`config.mk`:
```
export PLATFORM = sky130hd
export DESIGN_NAME = ieee754_to_fixed_flat
export DESIGN_NICKNAME = d
export VERILOG_FILES = /design/src/rtl/ieee754_to_fixed_if.sv /design/src/rtl/ieee754_to_fixed.sv /design/src/flat_wrapper.sv
export SDC_FILE = /design/constraint.sdc
export NUM_CORES = 1
export LEC_CHECK = 0
export ABC_AREA = 0
export BUFFER_PORTS_ARGS = -buffer_cell sky130_fd_sc_hd__buf_2
export CORE_UTILIZATION = 32
export CTS_BUF_LIST = sky130_fd_sc_hd__clkbuf_4 sky130_fd_sc_hd__clkbuf_8 sky130_fd_sc_hd__clkbuf_16
export CTS_CLUSTER_SIZE = 40
export DETAILED_ROUTE_END_ITERATION = 6
export PLACE_DENSITY = 0.45
export SLEW_MARGIN = 20
export SYNTH_ARGS = -nofsm -noshare
export SYNTH_HDL_FRONTEND = slang
export SYNTH_SLANG_ARGS = --single-unit
```
`constraint.sdc`:
```
create_clock -name clk -period 11.85 [get_ports clk]
set_clock_uncertainty 0.1 [all_clocks]
set_input_delay 2.37 -clock clk [delete_from_list [all_inputs] [get_ports clk]]
set_output_delay 2.37 -clock clk [all_outputs]
set_load 0.02 [all_outputs]
```
`src/rtl/ieee754_to_fixed_if.sv`:
```
// ieee754_to_fixed_if: float-in / fixed-out handshake bundle.
// Rev 1.0
`default_nettype none

interface ieee754_to_fixed_if #(
  parameter int MANTISSA_LENGTH = 23,
  parameter int INT_BITS        = 12,
  parameter int FRAC_BITS       = 12
);
  localparam int W = INT_BITS + FRAC_BITS;

  logic [MANTISSA_LENGTH+8:0] in_float;
  logic                       in_valid;
  logic                       in_ready;
  logic [W-1:0]               out_fixed;
  logic                       out_ovf;
  logic                       out_nan;
  logic                       out_valid;
  logic                       out_ready;

  modport master (
    output in_float, in_valid, out_ready,
    input  in_ready, out_fixed, out_ovf, out_nan, out_valid
  );

  modport slave (
    input  in_float, in_valid, out_ready,
    output in_ready, out_fixed, out_ovf, out_nan, out_valid
  );
endinterface

`default_nettype wire

```
`src/rtl/ieee754_to_fixed.sv`:
```
// ieee754_to_fixed: iterative float -> signed fixed converter, one alignment bit per cycle.
// Rev 1.0
`default_nettype none

module ieee754_to_fixed #(
  parameter int MANTISSA_LENGTH = 23,
  parameter int INT_BITS        = 12,
  parameter int FRAC_BITS       = 12
) (
  input  logic clk,
  input  logic rst_n,
  ieee754_to_fixed_if.slave bus
);
  localparam int W  = INT_BITS + FRAC_BITS;
  localparam int MW = MANTISSA_LENGTH + W + 2;
  localparam int SW = 12;

  localparam logic [1:0] IDLE  = 2'd0;
  localparam logic [1:0] SHIFT = 2'd1;
  localparam logic [1:0] ROUND = 2'd2;
  localparam logic [1:0] DONE  = 2'd3;

  localparam logic signed [SW-1:0] S_OFF = SW'(FRAC_BITS - MANTISSA_LENGTH - 127);
  localparam logic signed [SW-1:0] S_MAX = SW'(W);
  localparam logic signed [SW-1:0] S_MIN = SW'(-(MANTISSA_LENGTH + 2));
  localparam logic [W-1:0]  POS_MAX = {1'b0, {(W-1){1'b1}}};
  localparam logic [W-1:0]  NEG_MAX = {1'b1, {(W-1){1'b0}}};
  localparam logic [MW-1:0] LIM     = {{(MW-W){1'b0}}, 1'b1, {(W-1){1'b0}}};
  localparam logic [MW-1:0] LIM_M1  = LIM - MW'(1);

  logic [1:0]    state_q, state_d;
  logic          sign_q, sign_d;
  logic          left_q, left_d;
  logic          guard_q, guard_d;
  logic [MW-1:0] mag_q, mag_d;
  logic [SW-1:0] count_q, count_d;
  logic [W-1:0]  fixed_q, fixed_d;
  logic          ovf_q, ovf_d;
  logic          nan_q, nan_d;

  logic                       f_sign;
  logic [7:0]                 f_exp;
  logic [MANTISSA_LENGTH-1:0] f_mant;
  logic signed [SW-1:0]       s_w;
  logic [SW-1:0]              s_abs;
  logic [MW-1:0]              mag_shl;
  logic [MW-1:0]              r_w;

  assign {f_sign, f_exp, f_mant} = bus.in_float;
  assign s_w     = $signed({{(SW-8){1'b0}}, f_exp}) + S_OFF;
  assign s_abs   = s_w[SW-1] ? SW'(-s_w) : SW'(s_w);
  assign mag_shl = {mag_q[MW-2:0], 1'b0};
  assign r_w     = mag_q + MW'(guard_q);

  always_comb begin
    state_d = state_q;
    sign_d  = sign_q;
    left_d  = left_q;
    guard_d = guard_q;
    mag_d   = mag_q;
    count_d = count_q;
    fixed_d = fixed_q;
    ovf_d   = ovf_q;
    nan_d   = nan_q;
    case (state_q)
      IDLE: begin
        if (bus.in_valid) begin
          sign_d  = f_sign;
          left_d  = !s_w[SW-1];
          guard_d = 1'b0;
          mag_d   = {{(MW-MANTISSA_LENGTH-1){1'b0}}, 1'b1, f_mant};
          count_d = s_abs;
          state_d = DONE;
          // Specials and out-of-range exponents resolve on the accept edge.
          if (f_exp == 8'h00) begin
            fixed_d = '0; ovf_d = 1'b0; nan_d = 1'b0;
          end else if (f_exp == 8'hFF) begin
            if (f_mant == '0) begin
              fixed_d = f_sign ? NEG_MAX : POS_MAX; ovf_d = 1'b1; nan_d = 1'b0;
            end else begin
              fixed_d = '0; ovf_d = 1'b0; nan_d = 1'b1;
            end
          end else if (s_w > S_MAX) begin
            fixed_d = f_sign ? NEG_MAX : POS_MAX; ovf_d = 1'b1; nan_d = 1'b0;
          end else if (s_w < S_MIN) begin
            fixed_d = '0; ovf_d = 1'b0; nan_d = 1'b0;
          end else if (s_w == '0) begin
            state_d = ROUND;
          end else begin
            state_d = SHIFT;
          end
        end
      end
      SHIFT: begin
        count_d = count_q - SW'(1);
        if (count_q == SW'(1)) state_d = ROUND;
        if (left_q) begin
          if (mag_shl > LIM) begin
            fixed_d = sign_q ? NEG_MAX : POS_MAX; ovf_d = 1'b1; nan_d = 1'b0;
            state_d = DONE;
          end else begin
            mag_d = mag_shl;
          end
        end else begin
          guard_d = mag_q[0];
          mag_d   = {1'b0, mag_q[MW-1:1]};
        end
      end
      ROUND: begin
        nan_d   = 1'b0;
        state_d = DONE;
        // Negative side admits one extra magnitude step: -2^(W-1) is exact.
        if (!sign_q) begin
          if (r_w > LIM_M1) begin
            fixed_d = POS_MAX; ovf_d = 1'b1;
          end else begin
            fixed_d = r_w[W-1:0]; ovf_d = 1'b0;
          end
        end else begin
          if (r_w > LIM) begin
            fixed_d = NEG_MAX; ovf_d = 1'b1;
          end else begin
            fixed_d = W'(0) - r_w[W-1:0]; ovf_d = 1'b0;
          end
        end
      end
      default: begin
        if (bus.out_ready) state_d = IDLE;
      end
    endcase
  end

  always_ff @(posedge clk) begin
    if (!rst_n) begin
      state_q <= IDLE;
      sign_q  <= 1'b0;
      left_q  <= 1'b0;
      guard_q <= 1'b0;
      mag_q   <= '0;
      count_q <= '0;
      fixed_q <= '0;
      ovf_q   <= 1'b0;
      nan_q   <= 1'b0;
    end else begin
      state_q <= state_d;
      sign_q  <= sign_d;
      left_q  <= left_d;
      guard_q <= guard_d;
      mag_q   <= mag_d;
      count_q <= count_d;
      fixed_q <= fixed_d;
      ovf_q   <= ovf_d;
      nan_q   <= nan_d;
    end
  end

  assign bus.in_ready  = (state_q == IDLE);
  assign bus.out_valid = (state_q == DONE);
  assign bus.out_fixed = fixed_q;
  assign bus.out_ovf   = ovf_q;
  assign bus.out_nan   = nan_q;

endmodule

`default_nettype wire

```
`src/flat_wrapper.sv`:
```
// flat-port wrapper written by rule: the top's interface ports become plain ports
module ieee754_to_fixed_flat 
#(
  parameter int MANTISSA_LENGTH = 23,
  parameter int INT_BITS        = 12,
  parameter int FRAC_BITS       = 12
)
  (clk, rst_n, bus_in_float, bus_in_valid, bus_out_ready, bus_in_ready, bus_out_fixed, bus_out_ovf, bus_out_nan, bus_out_valid);
  ieee754_to_fixed_if #(.MANTISSA_LENGTH(MANTISSA_LENGTH), .INT_BITS(INT_BITS), .FRAC_BITS(FRAC_BITS)) bus_i ();
  input  logic clk;
  input  logic rst_n;
  input wire logic [$bits(bus_i.in_float)-1:0] bus_in_float;
  input wire logic [$bits(bus_i.in_valid)-1:0] bus_in_valid;
  input wire logic [$bits(bus_i.out_ready)-1:0] bus_out_ready;
  output wire logic [$bits(bus_i.in_ready)-1:0] bus_in_ready;
  output wire logic [$bits(bus_i.out_fixed)-1:0] bus_out_fixed;
  output wire logic [$bits(bus_i.out_ovf)-1:0] bus_out_ovf;
  output wire logic [$bits(bus_i.out_nan)-1:0] bus_out_nan;
  output wire logic [$bits(bus_i.out_valid)-1:0] bus_out_valid;
  assign bus_i.in_float = bus_in_float;
  assign bus_i.in_valid = bus_in_valid;
  assign bus_i.out_ready = bus_out_ready;
  assign bus_in_ready = bus_i.in_ready;
  assign bus_out_fixed = bus_i.out_fixed;
  assign bus_out_ovf = bus_i.out_ovf;
  assign bus_out_nan = bus_i.out_nan;
  assign bus_out_valid = bus_i.out_valid;
  ieee754_to_fixed #(.MANTISSA_LENGTH(MANTISSA_LENGTH), .INT_BITS(INT_BITS), .FRAC_BITS(FRAC_BITS)) u_core (.clk(clk), .rst_n(rst_n), .bus(bus_i));
endmodule
```
# After elaboration in Yosys (flattened, before gate mapping)
# Index checks and enable logic that the tools add are counted.
# totals
ff_bits	92
input_bits	36
# classes
n_reduce_logical	14
n_mux	55
eq_ne	11
order_cmp	5
add_sub_neg	5
# op_table
cell	n
two-way mux 24 bit	13
two-way mux 49 bit	3
greater-than comparator 49 x 24 -> 1 bit, second input constant	2
one-hot mux 49 bit (2 select lines)	1
one-hot mux 24 bit (3 select lines)	1
adder 49 x 1 -> 49 bit	1
greater-than comparator 49 x 23 -> 1 bit, second input constant	1
two-way mux 12 bit	2
one-hot mux 12 bit (2 select lines)	1
subtractor 1 x 24 -> 24 bit, first input constant	1
zero test 23 bit	1
two-way mux 1 bit	20
two-way mux 2 bit	10
equality test 12 x 1 -> 1 bit, second input constant	1
greater-than comparator 12 x 6 -> 1 bit, second input constant	1
zero test 12 bit	1
< comparator 12 x 6 -> 1 bit, second input constant	1
negator 12 bit	1
subtractor 12 x 1 -> 12 bit, second input constant	1
adder 9 x 9 -> 10 bit, second input constant	1
equality test 8 bit, second input constant	1
zero test 8 bit	1
one-hot mux 1 bit (3 select lines)	2
one-hot mux 2 bit (3 select lines)	1
other kinds (15)	21

# Logic depth before layout (Yosys ltp)
# depth
depth_word	9
mapped_depth	14

# Least setup slack after synthesis
# No wires, ideal clock.
# synth_timing
path_kind	input to register
from	input port bus_in_float[24]
to	register u_core.fixed_q[18] (netlist: u_core.bus.out_fixed[18])
t_arrival_ns	4.669
n_path_buf	1
path_stages	11
path_slack_ns	6.969
t_required_ns	11.638
path_cell_list	inv_1 -> ha_1 -> xor2_1 -> nor3b_1 -> a211o_1 -> nor2_1 -> o41a_1 -> nand3_1 -> clkbuf_1 -> nor2_1 -> a2111oi_1
# synth_between
elab_chain_cells	7
elab_cells_between_ends	12
classes_between	add/sub: 1; order compare: 2; eq/ne: 2; mux: 5; reduce/logical: 2
# synth_lines
item	line_no	text
start: declaration	flat_wrapper.sv:12	input wire logic [$bits(bus_i.in_float)-1:0] bus_in_float;
adder 9 x 9 -> 10 bit	ieee754_to_fixed.sv:50	assign s_w = $signed({{(SW-8){1'b0}}, f_exp}) + S_OFF;
greater-than comparator 12 x 6 -> 1 bit	ieee754_to_fixed.sv:83	end else if (s_w > S_MAX) begin
two-way mux 24 bit	ieee754_to_fixed.sv:83	
two-way mux 24 bit	ieee754_to_fixed.sv:77	end else if (f_exp == 8'hFF) begin
two-way mux 24 bit	ieee754_to_fixed.sv:75	if (f_exp == 8'h00) begin
two-way mux 24 bit	ieee754_to_fixed.sv:67	if (bus.in_valid) begin
one-hot mux 24 bit (3 select lines)	ieee754_to_fixed.sv:65	case (state_q)
end signal: assignment	ieee754_to_fixed.sv:151	fixed_q <= fixed_d;
end: declaration	ieee754_to_fixed.sv:37	logic [W-1:0] fixed_q, fixed_d;
# Parallel ways exist; a longest one is shown, timed or not. The select of a mux whose other input is x is not followed.
# A chain may end at the register's enable or synchronous reset.

# Worst setup path after layout
# layout_timing
from	input port bus_in_float[24]
to	register u_core.fixed_q[19] (netlist: u_core.bus.out_fixed[19])
# The elaborated chain is that of the path after synthesis.

==> metrics.txt <==
run status=finished clean; Std-Cell Rows=55; hold buffers post-CTS=0; largest net degree at the start of global routing=61; final total negative setup slack=0 ps; CTS tree=built; antenna diode count=0; type of origin of the critical path=input pin; number of CTS-inserted buffers=9; commonest non-fill, non-tap cells in the layout=sky130_fd_sc_hd__nand2_1 (130), sky130_fd_sc_hd__dfxtp_1 (91), sky130_fd_sc_hd__a21oi_1 (75), sky130_fd_sc_hd__nor2_1 (63), sky130_fd_sc_hd__buf_2 (63); post-detailed-placement half-perimeter wirelength=18100 um; type of the worst min-delay path=register to register; router iterations before antenna repair=6; global-route wire length before repair=40880 um; CP Class=input pin to register; Layout Cells excl Fill=1336; input/output buffers=63; DRC violation count after routing=0; Starting Density=32.86%; number of design-rule violations left by the first detailed-router iteration=611; Total Routed Length=25260 um; proportion of layout cells with a drive suffix above 1=13.29%; Data arrival, critical path=5730 ps; RePlAce Congestion=0.8530; kind of end point of the critical path=register; worst relative slew slack=26.41%; leakage power summed over all cells=2.748 nW; distinct cell type count of the synthesized netlist=74; htree depth=3; core area=22850 um^2; number of antenna violations at the first check in global routing=0; number of hold violations in the final report=0; buffer depth of the longest clock path=2; post_cts resized=0; total power per unit cell area=231.5 nW/um^2; Final min period=5576 ps; most frequently used flop master after synthesis=sky130_fd_sc_hd__dfxtp_1; Detail Route Antenna Nets=0; count of flip-flops with a built-in enable after synthesis=0; Clock Pin Slew Worst Setup and Hold Paths=80 ps; register area share after synthesis=24.53%; worst slew pin tran=1076 ps; worst slack at placement=5971 ps; cell area after synthesis=7507 um^2; number of instances in the synthesized netlist=1032; average via count per standard cell=5.835; final-stage net count=1070; routed length per instance=18.91 um; cell at the root of the clock tree=sky130_fd_sc_hd__clkbuf_16; asr flop ratio synth=0%; upper clock frequency limit=179.3 MHz; most common cell after layout, fill and taps aside=sky130_fd_sc_hd__nand2_1; Max VDD drop=111.8 uV; total overflow reported by the global router=0; buffer count from post-CTS setup fixing=0; Final Cycle Share=47.06%; maximum fanout count along the critical path=12; placed insts=1320; #FFs+latches synth=92; data required time of the critical path=12000 ps; number of clock sinks=92; RSZ-0062 raised after global routing=false; via count of the first global-routing pass=7183; final number of max-transition violations=0; Area growth syn-to-layout=9.600%; mean instance size in the synthesized netlist=7.274 um^2; clk_lat worst skew=360 ps; DIE WIDTH=155.2 um; number of top-level design ports=64; total routing usage reported by global routing=21.26%; reg2reg setup slack=6680 ps; Post-Synthesis Net Count=1084; max-capacitance violation count=0; PnR worst setup slack=6274 ps; synth warn=0; Die H=155.2 um; area of the die=24080 um^2; Vias=7795; total setup violations reported at the end of the flow=0
-- cells in the mapped netlist, drive strengths merged (9+ instances only) --
cell	instances	share of area, %
o21ai	54	3.6
and4	12	1.4
nand4	38	3.2
ha	16	2.7
nand2	130	6.5
nand3	52	3.5
nor2	64	3.2
buf	15	0.97
and3	11	0.92
a211oi	17	1.7
clkbuf	81	4.1
inv	21	1.1
o211ai	37	3.7
mux2	23	3.5
or3	15	1.3
nor4	36	3.4
a31oi	11	0.92
nor3	39	2.7
xor2	21	2.5
mux2i	25	3.3
dfxtp	92	25
a21oi	76	5.1
xnor2	30	3.5
o21a	9	0.90
-- cell type report --
class / count / area, um^2
sequential: 92 / 1843
clock buffer: 11 / 252.7
inverter: 22 / 82.58
tap: 313 / 391.6
multi-input combinational: 822 / 5215
fill: 2517 / 14620
clock inverter: 5 / 67.56
timing repair buffer: 71 / 375.4
-- worst max-delay path: stages --
cell and delay, ps:
sky130_fd_sc_hd__buf_2 140, sky130_fd_sc_hd__inv_1 100, sky130_fd_sc_hd__ha_1 250, sky130_fd_sc_hd__nor2b_1 300, sky130_fd_sc_hd__a32oi_1 230, sky130_fd_sc_hd__a21oi_1 190
sky130_fd_sc_hd__a21oi_1 80, sky130_fd_sc_hd__o21ai_1 490, sky130_fd_sc_hd__nand3_1 570, sky130_fd_sc_hd__o21ai_0 760, sky130_fd_sc_hd__a2111o_1 180, sky130_fd_sc_hd__nor2_1 40
-- worst paths after layout --
kind                      from  cells after the start                       end
max           bus_in_float[24]                     12  u_core.bus.out_fixed[19]
min          u_core.count_q[8]                      2         u_core.count_q[8]
max reg2reg    u_core.mag_q[0]                     12  u_core.bus.out_fixed[22]
min reg2reg  u_core.count_q[8]                      2         u_core.count_q[8]
-- kinds of logic (layout without fill, tap and decap cells) --
kind of cell | count (synthesis) | after routing | share of synthesized area, %
buffers and inverters | 118 | 109 | 6.133
xor gates and xnor gates | 51 | 51 | 5.950
and+or+nand+nor | 436 | 436 | 29.97
AOI/OAI and AO/OA | 271 | 271 | 23.97
DFF | 92 | 92 | 24.53
adders and majority gates | 16 | 16 | 2.667
muxes | 48 | 48 | 6.783
-- report_power, final --
group          switching, mW  internal (mW)
logic                  0.684          0.357
registers              0.150          0.386
clock network          0.148          0.179
total                  0.983          0.922
-- metrics by stage --
| step | total power [mW] | instance area [um^2] | hold slack (ps) | util (%) |
|---|---|---|---|---|
| 4_1_cts | 1.904 | 8228 | 390.2 | 36.01 |
| 6_report | 1.905 | 8228 | 391.8 | 36.01 |
| 3_3_place_gp | 1.588 | 7908 | 377.1 | 34.61 |
| 5_1_grt | 2.049 | 8228 | 421.5 | 36.01 |
| 2_1_floorplan | 1.282 | 7507 | 353.8 | - |
| 3_5_place_dp | 1.575 | 7908 | 371.4 | 34.61 |
-- flip-flops by register name (all words and copies together), names as in the netlist --
| signal | count |
|---|---|
| u_core.bus.out_fixed | 24 |
| u_core.bus.out_nan | 1 |
| u_core.bus.out_ovf | 1 |
| u_core.count_q | 12 |
| u_core.guard_q | 1 |
| u_core.left_q | 1 |
| u_core.mag_q | 49 |
| u_core.sign_q | 1 |
| u_core.state_q | 2 |
-- layer usage --
metal  share of wire (%)  vias to the layer above  wire length [um]  global-route usage (%)
met1                  52                     3719             13190                   32.80
met2                  42                      238             10510                   30.57
met4                 1.2                        0               307                   5.328
met3                 5.0                       21              1255                   2.646
met5                   0                        -                 0                       0
li1                    -                     3817                 -                       -
(Power assumes the default switching activity.)
